[src/rtl/barrel_pkg.sv]
// barrel_pkg: shift mode encoding and per-stage control payload for barrel_shift_pipe
package barrel_pkg;
  typedef enum logic [1:0] {
    MODE_LSL = 2'b00,
    MODE_LSR = 2'b01,
    MODE_ASR = 2'b10,
    MODE_ROL = 2'b11
  } shift_mode_t;
  typedef struct packed {
    logic        valid;
    shift_mode_t mode;
    logic        cout;
  } stage_payload_t;
endpackage

[src/rtl/shift_stage.sv]
// shift_stage: conditional shift by 2**K with carry update for every shift mode
module shift_stage
  import barrel_pkg::*;
#(
  parameter int WIDTH = 8,
  parameter int K = 0
) (
  input  logic             en_i,
  input  shift_mode_t      mode_i,
  input  logic [WIDTH-1:0] data_i,
  input  logic             cout_i,
  output logic [WIDTH-1:0] data_o,
  output logic             cout_o
);
  localparam int S = 1 << K;
  logic [WIDTH-1:0] lsl, lsr, asr, rol;
  assign lsl = {data_i[WIDTH-S-1:0], {S{1'b0}}};
  assign lsr = {{S{1'b0}}, data_i[WIDTH-1:S]};
  // the MSB is never overwritten by ASR, so it still carries the operand's sign
  assign asr = {{S{data_i[WIDTH-1]}}, data_i[WIDTH-1:S]};
  assign rol = {data_i[WIDTH-S-1:0], data_i[WIDTH-1:WIDTH-S]};
  always_comb begin
    data_o = data_i;
    cout_o = cout_i;
    if (en_i) begin
      data_o = mode_i == MODE_LSL ? lsl : mode_i == MODE_LSR ? lsr : mode_i == MODE_ASR ? asr : rol;
      cout_o = (mode_i == MODE_LSL || mode_i == MODE_ROL) ? data_i[WIDTH-S] : data_i[S-1];
    end
  end
endmodule

[src/rtl/barrel_shift_pipe.sv]
// barrel_shift_pipe: pipelined barrel shifter, one register stage per shift-amount bit, valid/ready flow
module barrel_shift_pipe
  import barrel_pkg::*;
#(
  parameter int WIDTH = 8,
  parameter int SH_W = $clog2(WIDTH)
) (
  input  logic             clk,
  input  logic             rst,
  input  logic             in_valid,
  output logic             in_ready,
  input  logic [WIDTH-1:0] in_data,
  input  logic [SH_W-1:0]  in_amt,
  input  logic [1:0]       in_mode,
  output logic             out_valid,
  input  logic             out_ready,
  output logic [WIDTH-1:0] out_data,
  output logic             out_cout,
  output logic             out_zero
);
  logic [SH_W-1:0] valid, load;
  for (genvar k = 0; k < SH_W; k++) begin : g_stage
    stage_payload_t   src, meta_d, meta_q;
    logic [WIDTH-1:0] src_data, data_d, data_q;
    logic [SH_W-k-1:0] src_amt;
    logic             cout_d;
    if (k == 0) begin : g_src
      assign src      = '{valid: in_valid, mode: shift_mode_t'(in_mode), cout: 1'b0};
      assign src_data = in_data;
      assign src_amt  = in_amt;
    end else begin : g_src
      assign src      = g_stage[k-1].meta_q;
      assign src_data = g_stage[k-1].data_q;
      assign src_amt  = g_stage[k-1].g_amt.amt_q;
    end
    shift_stage #(.WIDTH(WIDTH), .K(k)) u_shift (
      .en_i  (src_amt[0]),
      .mode_i(src.mode),
      .data_i(src_data),
      .cout_i(src.cout),
      .data_o(data_d),
      .cout_o(cout_d)
    );
    assign meta_d   = '{valid: src.valid, mode: src.mode, cout: cout_d};
    assign valid[k] = meta_q.valid;
    // a stage can take new content unless it and everything downstream is full and stalled
    assign load[k]  = out_ready | ~&valid[SH_W-1:k];
    always_ff @(posedge clk)
      if (rst) begin
        meta_q <= '0;
        data_q <= '0;
      end else if (load[k]) begin
        meta_q <= meta_d;
        data_q <= data_d;
      end
    if (k < SH_W - 1) begin : g_amt
      logic [SH_W-k-2:0] amt_q;
      always_ff @(posedge clk)
        if (rst) amt_q <= '0;
        else if (load[k]) amt_q <= src_amt[SH_W-k-1:1];
    end
  end
  assign in_ready  = load[0];
  assign out_valid = valid[SH_W-1];
  assign out_data  = g_stage[SH_W-1].data_q;
  assign out_cout  = g_stage[SH_W-1].meta_q.cout;
  assign out_zero  = ~|out_data;
endmodule
[config.mk]
export PLATFORM = sky130hd
export DESIGN_NAME = barrel_shift_pipe
export DESIGN_NICKNAME = d
export VERILOG_FILES = /design/src/rtl/barrel_pkg.sv /design/src/rtl/shift_stage.sv /design/src/rtl/barrel_shift_pipe.sv
export SDC_FILE = /design/constraint.sdc
export NUM_CORES = 1
export LEC_CHECK = 0
export ABC_AREA = 1
export CAP_MARGIN = 20
export CORE_MARGIN = 3
export CORE_UTILIZATION = 50
export DETAILED_ROUTE_END_ITERATION = 6
export HOLD_SLACK_MARGIN = 0.15
export PLACE_DENSITY_LB_ADDON = 0.05
export SLEW_MARGIN = 20
export SYNTH_ARGS = -nofsm -noshare
export SYNTH_HDL_FRONTEND = slang
export SYNTH_SLANG_ARGS = --single-unit
[constraint.sdc]
create_clock -name clk -period 2 [get_ports clk]
set_input_delay 0.5 -clock clk [delete_from_list [all_inputs] [get_ports clk]]
set_output_delay 0.5 -clock clk [all_outputs]
set_load 0.02 [all_outputs]
==> results of run 1 <==
[synth_stat cells]
| library cell | n |
|---|---|
| a21oi_1 | 43 |
| a31oi_1 | 5 |
| and2_1 | 1 |
| buf_2 | 5 |
| buf_4 | 2 |
| buf_6 | 1 |
| clkbuf_1 | 4 |
| clkinv_1 | 1 |
| dfxtp_1 | 37 |
| ha_1 | 10 |
| inv_1 | 32 |
| inv_2 | 6 |
| nand2_1 | 66 |
| nand2_2 | 1 |
| nand2_4 | 1 |
| nand3_1 | 27 |
| nand3_2 | 1 |
| nand4_1 | 1 |
| nor2_1 | 27 |
| nor2_8 | 1 |
| nor4_1 | 2 |
| o211ai_1 | 2 |
| o21ai_0 | 24 |
| o21ai_1 | 12 |
| or2_2 | 3 |
[flip-flops by register name, indices dropped and copies added (netlist names)]
register             flops
out_data                 8
out_valid                1
out_cout                 1
g_stage.meta_q           8
g_stage.g_amt.amt_q      3
g_stage.data_q          16
[logic make-up (layout without fill, tap and decap cells)]
| kind of cell | Yosys count | after routing | synth area share [%] |
|---|---|---|---|
| simple gates | 131 | 131 | 27.5 |
| fa+ha+maj | 10 | 10 | 5.97 |
| compound gates | 86 | 86 | 21.1 |
| flops | 37 | 37 | 35.3 |
| buf+inv | 51 | 83 | 10.1 |
[metrics by stage]
stage               cell area [um2]  instances  power, uW  hold WS, ps
global placement               2460        388       1160          484
floorplan                      2100        315       1040          458
CTS                            2540        395       1670          495
detailed placement             2460        388       1170          484
finish                         2540        395       1670          492
global route                   2540        395       1750          533
[cells in the final DEF, fill, tap and decap left out, drive strengths merged, types with 2 or more instances in the layout]
cell type,synthesis,final
nand2,68,68
a21oi,43,43
inv,38,38
dfxtp,37,37
o21ai,36,36
nor2,28,28
nand3,28,28
clkdlybuf4s50,0,25
ha,10,10
buf,8,9
clkbuf,4,7
a31oi,5,5
or2,3,3
dlygate4sd2,0,3
nor4,2,2
o211ai,2,2
[what timing repair did]
action	CTS	global route
hold buffers	0	0
gates resized for setup	3	0
endpoints found under the setup margin	2	0
[where the power goes]
part           total, uW  internal, uW  leakage (uW)  switching [uW]
clock                516           273     0.0000443             243
sequential           827           783      0.000305            44.2
combinational        322           144      0.000809             177
[path summary, 6_finish.rpt]
kind         cells after the start                              start                                end
min reg2reg                      2  g_stage[1].meta_q[3]$_SDFFE_PP0P_             out_valid$_SDFFE_PP0P_
max                              3           out_data[4]$_SDFFE_PP0P_                           out_zero
max reg2reg                      8  g_stage[0].meta_q[2]$_SDFFE_PP0P_  g_stage[1].data_q[2]$_SDFFE_PP0P_
min                              2  g_stage[1].meta_q[3]$_SDFFE_PP0P_             out_valid$_SDFFE_PP0P_
[routing by layer]
metal  vias up  GRT usage (%)
li1       1098              -
met1       945           29.0
met2        46           29.7
met3         2           4.26
met4         0           3.97
met5         -              0
[worst max-delay path, delay by kind of cell, from the launching register on]
family / cells / cell delay (ps)
simple gates: 2 / 480
flops: 1 / 330
buf+inv: 1 / 320
[final cells by class]
class	count	area (um2)	share of cell area (%)
inverter	39	146	5.75
sequential	37	741	29.1
tap	48	60.1	2.36
timing repair buffer	37	369	14.5
clock buffer	7	86.3	3.39
multi-input combinational	227	1140	44.9
==> summary.txt, run 1 <==
Job
  – Max_cap viols: 0

Yosys
  – Syn. warnings: 0
  – Synthesized cell area: 2100 um2
  – Top post-synthesis cells by area: dfxtp_1 35%, nand2_1 12%, a21oi_1 10%
  – Synth cell types: 25
  – Synth Area per Inst: 6.65 um2
  – Area share of the largest cell type after synthesis: a little over a third
  – FF+latch count, synth: 37
  – Synthesized Nets: 342
  – Largest area contributor in the synthesized netlist: dfxtp_1
  – Syn Inst Count: between 300 and 400
  – Share of the yosys chip area belonging to registers: 35.3%

Power
  – Peak supply drop: 0.000481 V
  – Pwr dens: 654 nW/um2
  – Leakage Power: around 0.0012 uW

Clocking
  – Clock Root Buffer: clkbuf_8
  – Htree depth: 2
  – Post-CTS setup buffers: 0
  – CTS tree: yes
  – Clk slew on worst S/H paths: ~70 ps
  – Clk buf depth: 2
  – CTS buffer count: 5
  – Worst skew pair latency: 280 ps
  – Clock sinks: 37

Route
  – Met2 Wirelength: 2140 um
  – Initial DRC count: roughly 160
  – Via/cell ratio: 5.29
  – DR WL/cell: 12.2 um
  – WL met1: around 2500 um
  – Top sig layer: met4
  – Antenna Nets Post-Route: 0
  – Drt first pass iters: 4
  – Vias: roughly 2100
  – Routed length on met3: ~200 um
  – Post-route DRC: 0
  – Post-Route WL: 4810 um

Placement
  – Global placer's final weighted congestion: 0.882
  – Pre-CTS setup slack: -343 ps
  – Count of input and output buffers: 28
  – DP HPWL: around 3700 um

Floorplanning
  – I/O pin cnt: 29
  – FP Rows: 22
  – Starting Density: a little over half
  – CORE AREA: 3850 um2
  – DIE AREA: between 5000 and 6000 um2
  – Chip Height: 70.7 um
  – DIE WIDTH: 70.7 um

STA
  – TNS Setup: 0 ps
  – Slack of the critical path: 102 ps
  – Clk_skew: 5.57 ps
  – Rel. slew slack: 81.8%
  – Final worst path period share: a little over nine tenths
  – Tmin final: between 1500 and 2000 ps
  – Final Max Slew Viols: 0
  – Fmax: 0.527 GHz
  – Worst Tran Pin Value: between 200 and 300 ps
  – Final Hold Fails: 0
  – Final setup fails: 0
  – RSZ-0062 raised after global routing: false

Worst setup path
  – CP max stage delay: 330 ps
  – Crit path max fanout: 3
  – CP cell instances: nor4_1, and2_1, dlygate4sd2_1
  – Crit Path Class: register to output port
  – CP arrival: roughly 1400 ps
  – Worst Setup Start Kind: register
  – CP endpoint kind: output port
  – Worst Path Required: 1500 ps
  – Slowest CP cell: dfxtp_1
  – Reg2reg setup slack: 600 ps

Finish
  – Nets: about 370
  – Area Overhead vs Synth: 21.4%
  – Fillcell total: 366
  – Fraction of layout cells with a size suffix above 1: 8.07%
  – Fin util: 66.0%
  – Antenna Cells: 0

GRT
  – Vias in the first global route: 1860
  – Largest net degree at the start of global routing: 23
  – Initial antenna violation count: 0
  – First-pass GRT wire length: 8220 um
  – Tot GR Track Use: about a fifth
  – Gr ovfl total: 0

Min path
  – Hold Path Class: register to register

Status
  – Outcome: finished, final reports clean
No activity file was read; power rests on OpenSTA's default activity.
==> inputs of run 2 (changes only) <==
- TNS_END_PERCENT: default -> 10
==> results of run 2 <==
The final DEF is identical to that of run 1; final timing and power are the same.
==> inputs of run 3 (changes only) <==
- CORE_ASPECT_RATIO: default -> 1.4
- CORE_UTILIZATION: 50 -> 58
==> summary.txt, run 3 (same netlist as run 1, synthesis figures left out) <==
Status
  – Outcome: finished, final reports clean

Power
  – Pwr dens: 670 nW/um2
  – Peak supply drop: 0.000510 V
  – Leakage Power: between 0.001 and 0.0015 uW

Floorplanning
  – FP Rows: 25
  – DIE AREA: 4380 um2
  – Chip Height: 77.1 um
  – DIE WIDTH: about 57 um
  – I/O pin cnt: 29
  – CORE AREA: 3410 um2
  – Starting Density: 61.5%

Clocking
  – Post-CTS setup buffers: 0
  – # hold bufs at CTS: 0
  – Clock Root Buffer: clkbuf_8
  – CTS tree: yes
  – Clk buf depth: 2
  – Clock sinks: 37
  – Worst skew pair latency: 290 ps
  – Clk slew on worst S/H paths: 70 ps
  – Htree depth: 2
  – CTS buffer count: 5

Finish
  – Max reg flops: 16
  – Fraction of layout cells with a size suffix above 1: 8.91%
  – Fillcell total: 285
  – Multi-input gate area in the final layout: 1150 um2
  – Most common cell after layout, fill and taps aside: nand2_1
  – Layout Cell Area excl Fill: 2530 um2
  – FF+latch area: 741 um2
  – Non-filler cells, final: 388
  – Commonest cells after routing, fill and taps aside: 66 x nand2_1, 43 x a21oi_1, 37 x dfxtp_1
  – Nets: 374
  – Area Overhead vs Synth: 20.6%
  – Fin util: 74.1%
  – Antenna Cells: 0
  – Largest Register: g_stage.data_q

STA
  – Hold_ws: 501 ps
  – Tmin final: 1900 ps
  – Final setup fails: 0
  – Fmax: ~0.53 GHz
  – Worst Tran Pin Value: 525 ps
  – Final Max Slew Viols: 0
  – Rel. slew slack: 64.9%
  – RSZ-0062 raised after global routing: false
  – Final worst path period share: 94.8%
  – Clk_skew: roughly 5.5 ps
  – Final Hold Fails: 0

GRT
  – First-pass GRT wire length: ~8200 um
  – Initial antenna violation count: 0
  – Largest net degree at the start of global routing: 20
  – Tot GR Track Use: 23.2%
  – Gr ovfl total: 0
  – Vias in the first global route: 1978

Route
  – WL met1: between 1500 and 2000 um
  – Drt first pass iters: 5
  – Vias: 2083
  – Met2 Wirelength: 2560 um
  – Initial DRC count: between 80 and 90
  – Post-Route WL: 4630 um
  – Antenna Nets Post-Route: 0
  – DR WL/cell: 11.9 um
  – Top sig layer: met4
  – Via/cell ratio: approximately 5.4
  – Post-route DRC: 0
  – Routed length on met3: 171 um

Placement
  – Placed cells: 380
  – Global placer's final weighted congestion: 0.849
  – Area after DPL: ~2400 um2
  – DP HPWL: 3570 um
  – Count of input and output buffers: 28

Job
  – Max_cap viols: 0

Worst setup path
  – Slowest CP cell: dfxtp_1
  – Crit-path leading delay family: simple AND/OR/NAND/NOR gates
  – Crit Path Class: register to output port
  – CP endpoint kind: output port
  – CP cell instances: nor4_2, and2_1, clkdlybuf4s15_1
  – CP arrival: 1400 ps
  – Worst Setup Start Kind: register
  – CP max stage delay: 340 ps
  – Crit path max fanout: 3
  – R2R cell count: 7
  – Worst Path Required: 1500 ps
  – WP depth: 3
  – WP buf/inv: 1

Min path
  – Hold Path Class: register to register
  – WHS Path Cells: 2
-- run 3: cell count changes in the layout (fill, tap and decap cells not counted), sizes merged --
| cell | before | now |
|---|---|---|
| clkinv | 1 | 3 |
| clkdlybuf4s15 | 0 | 1 |
| dlygate4sd2 | 3 | 2 |
| clkbuf | 7 | 6 |
-- run 3: worst reg2reg max path, stage by stage (launching register included) --
cell and delay [ps]:
dfxtp_1 360, inv_1 100, ha_1 270, inv_1 150
nand2_1 130, nand2_1 90, nand3_1 70, a21oi_1 150
-- run 3: area by class of cell --
class	instances	share of cell area [%]
tap	40	1.98
multi-input combinational	227	45.4
clock inverter	2	0.545
timing repair buffer	37	13.7
sequential	37	29.3
inverter	39	5.79
clock buffer	6	3.27
-- run 3: metrics by stage --
step / total power (uW) / setup WS [ps] / setup TNS [ps]
detailed placement: 1160 / -328 / -328
global placement: 1150 / -325 / -325
floorplan: 1040 / 493 / 0
global route: 1790 / 25.3 / 0
finish: 1690 / 105 / 0
CTS: 1700 / 61.1 / 0
-- run 3: what timing repair did --
| item | CTS | global route |
|---|---|---|
| gates resized for setup | 4 | 1 |
| endpoints found under the setup margin | 2 | 1 |
| gates cloned | 0 | 0 |
-- run 3: path summary, 6_finish.rpt --
path                                           from  slack [ps]                                end
setup / recovery           out_data[0]$_SDFFE_PP0P_         100                           out_zero
hold / removal    g_stage[1].meta_q[3]$_SDFFE_PP0P_         500             out_valid$_SDFFE_PP0P_
setup reg to reg  g_stage[0].meta_q[1]$_SDFFE_PP0P_         630  g_stage[1].data_q[3]$_SDFFE_PP0P_
hold reg to reg   g_stage[1].meta_q[3]$_SDFFE_PP0P_         500             out_valid$_SDFFE_PP0P_
-- run 3: metal layers --
| layer | vias up | GRT usage (%) |
|---|---|---|
| met5 | - | 0 |
| met4 | 0 | 9.28 |
| met3 | 6 | 4.04 |
| met2 | 52 | 45.4 |
| met1 | 928 | 23.1 |
| li1 | 1097 | - |
-- run 3: report_power, final --
part / internal (uW) / switching [uW]
registers: 783 / 43.9
logic: 143 / 178
clock network: 279 / 267
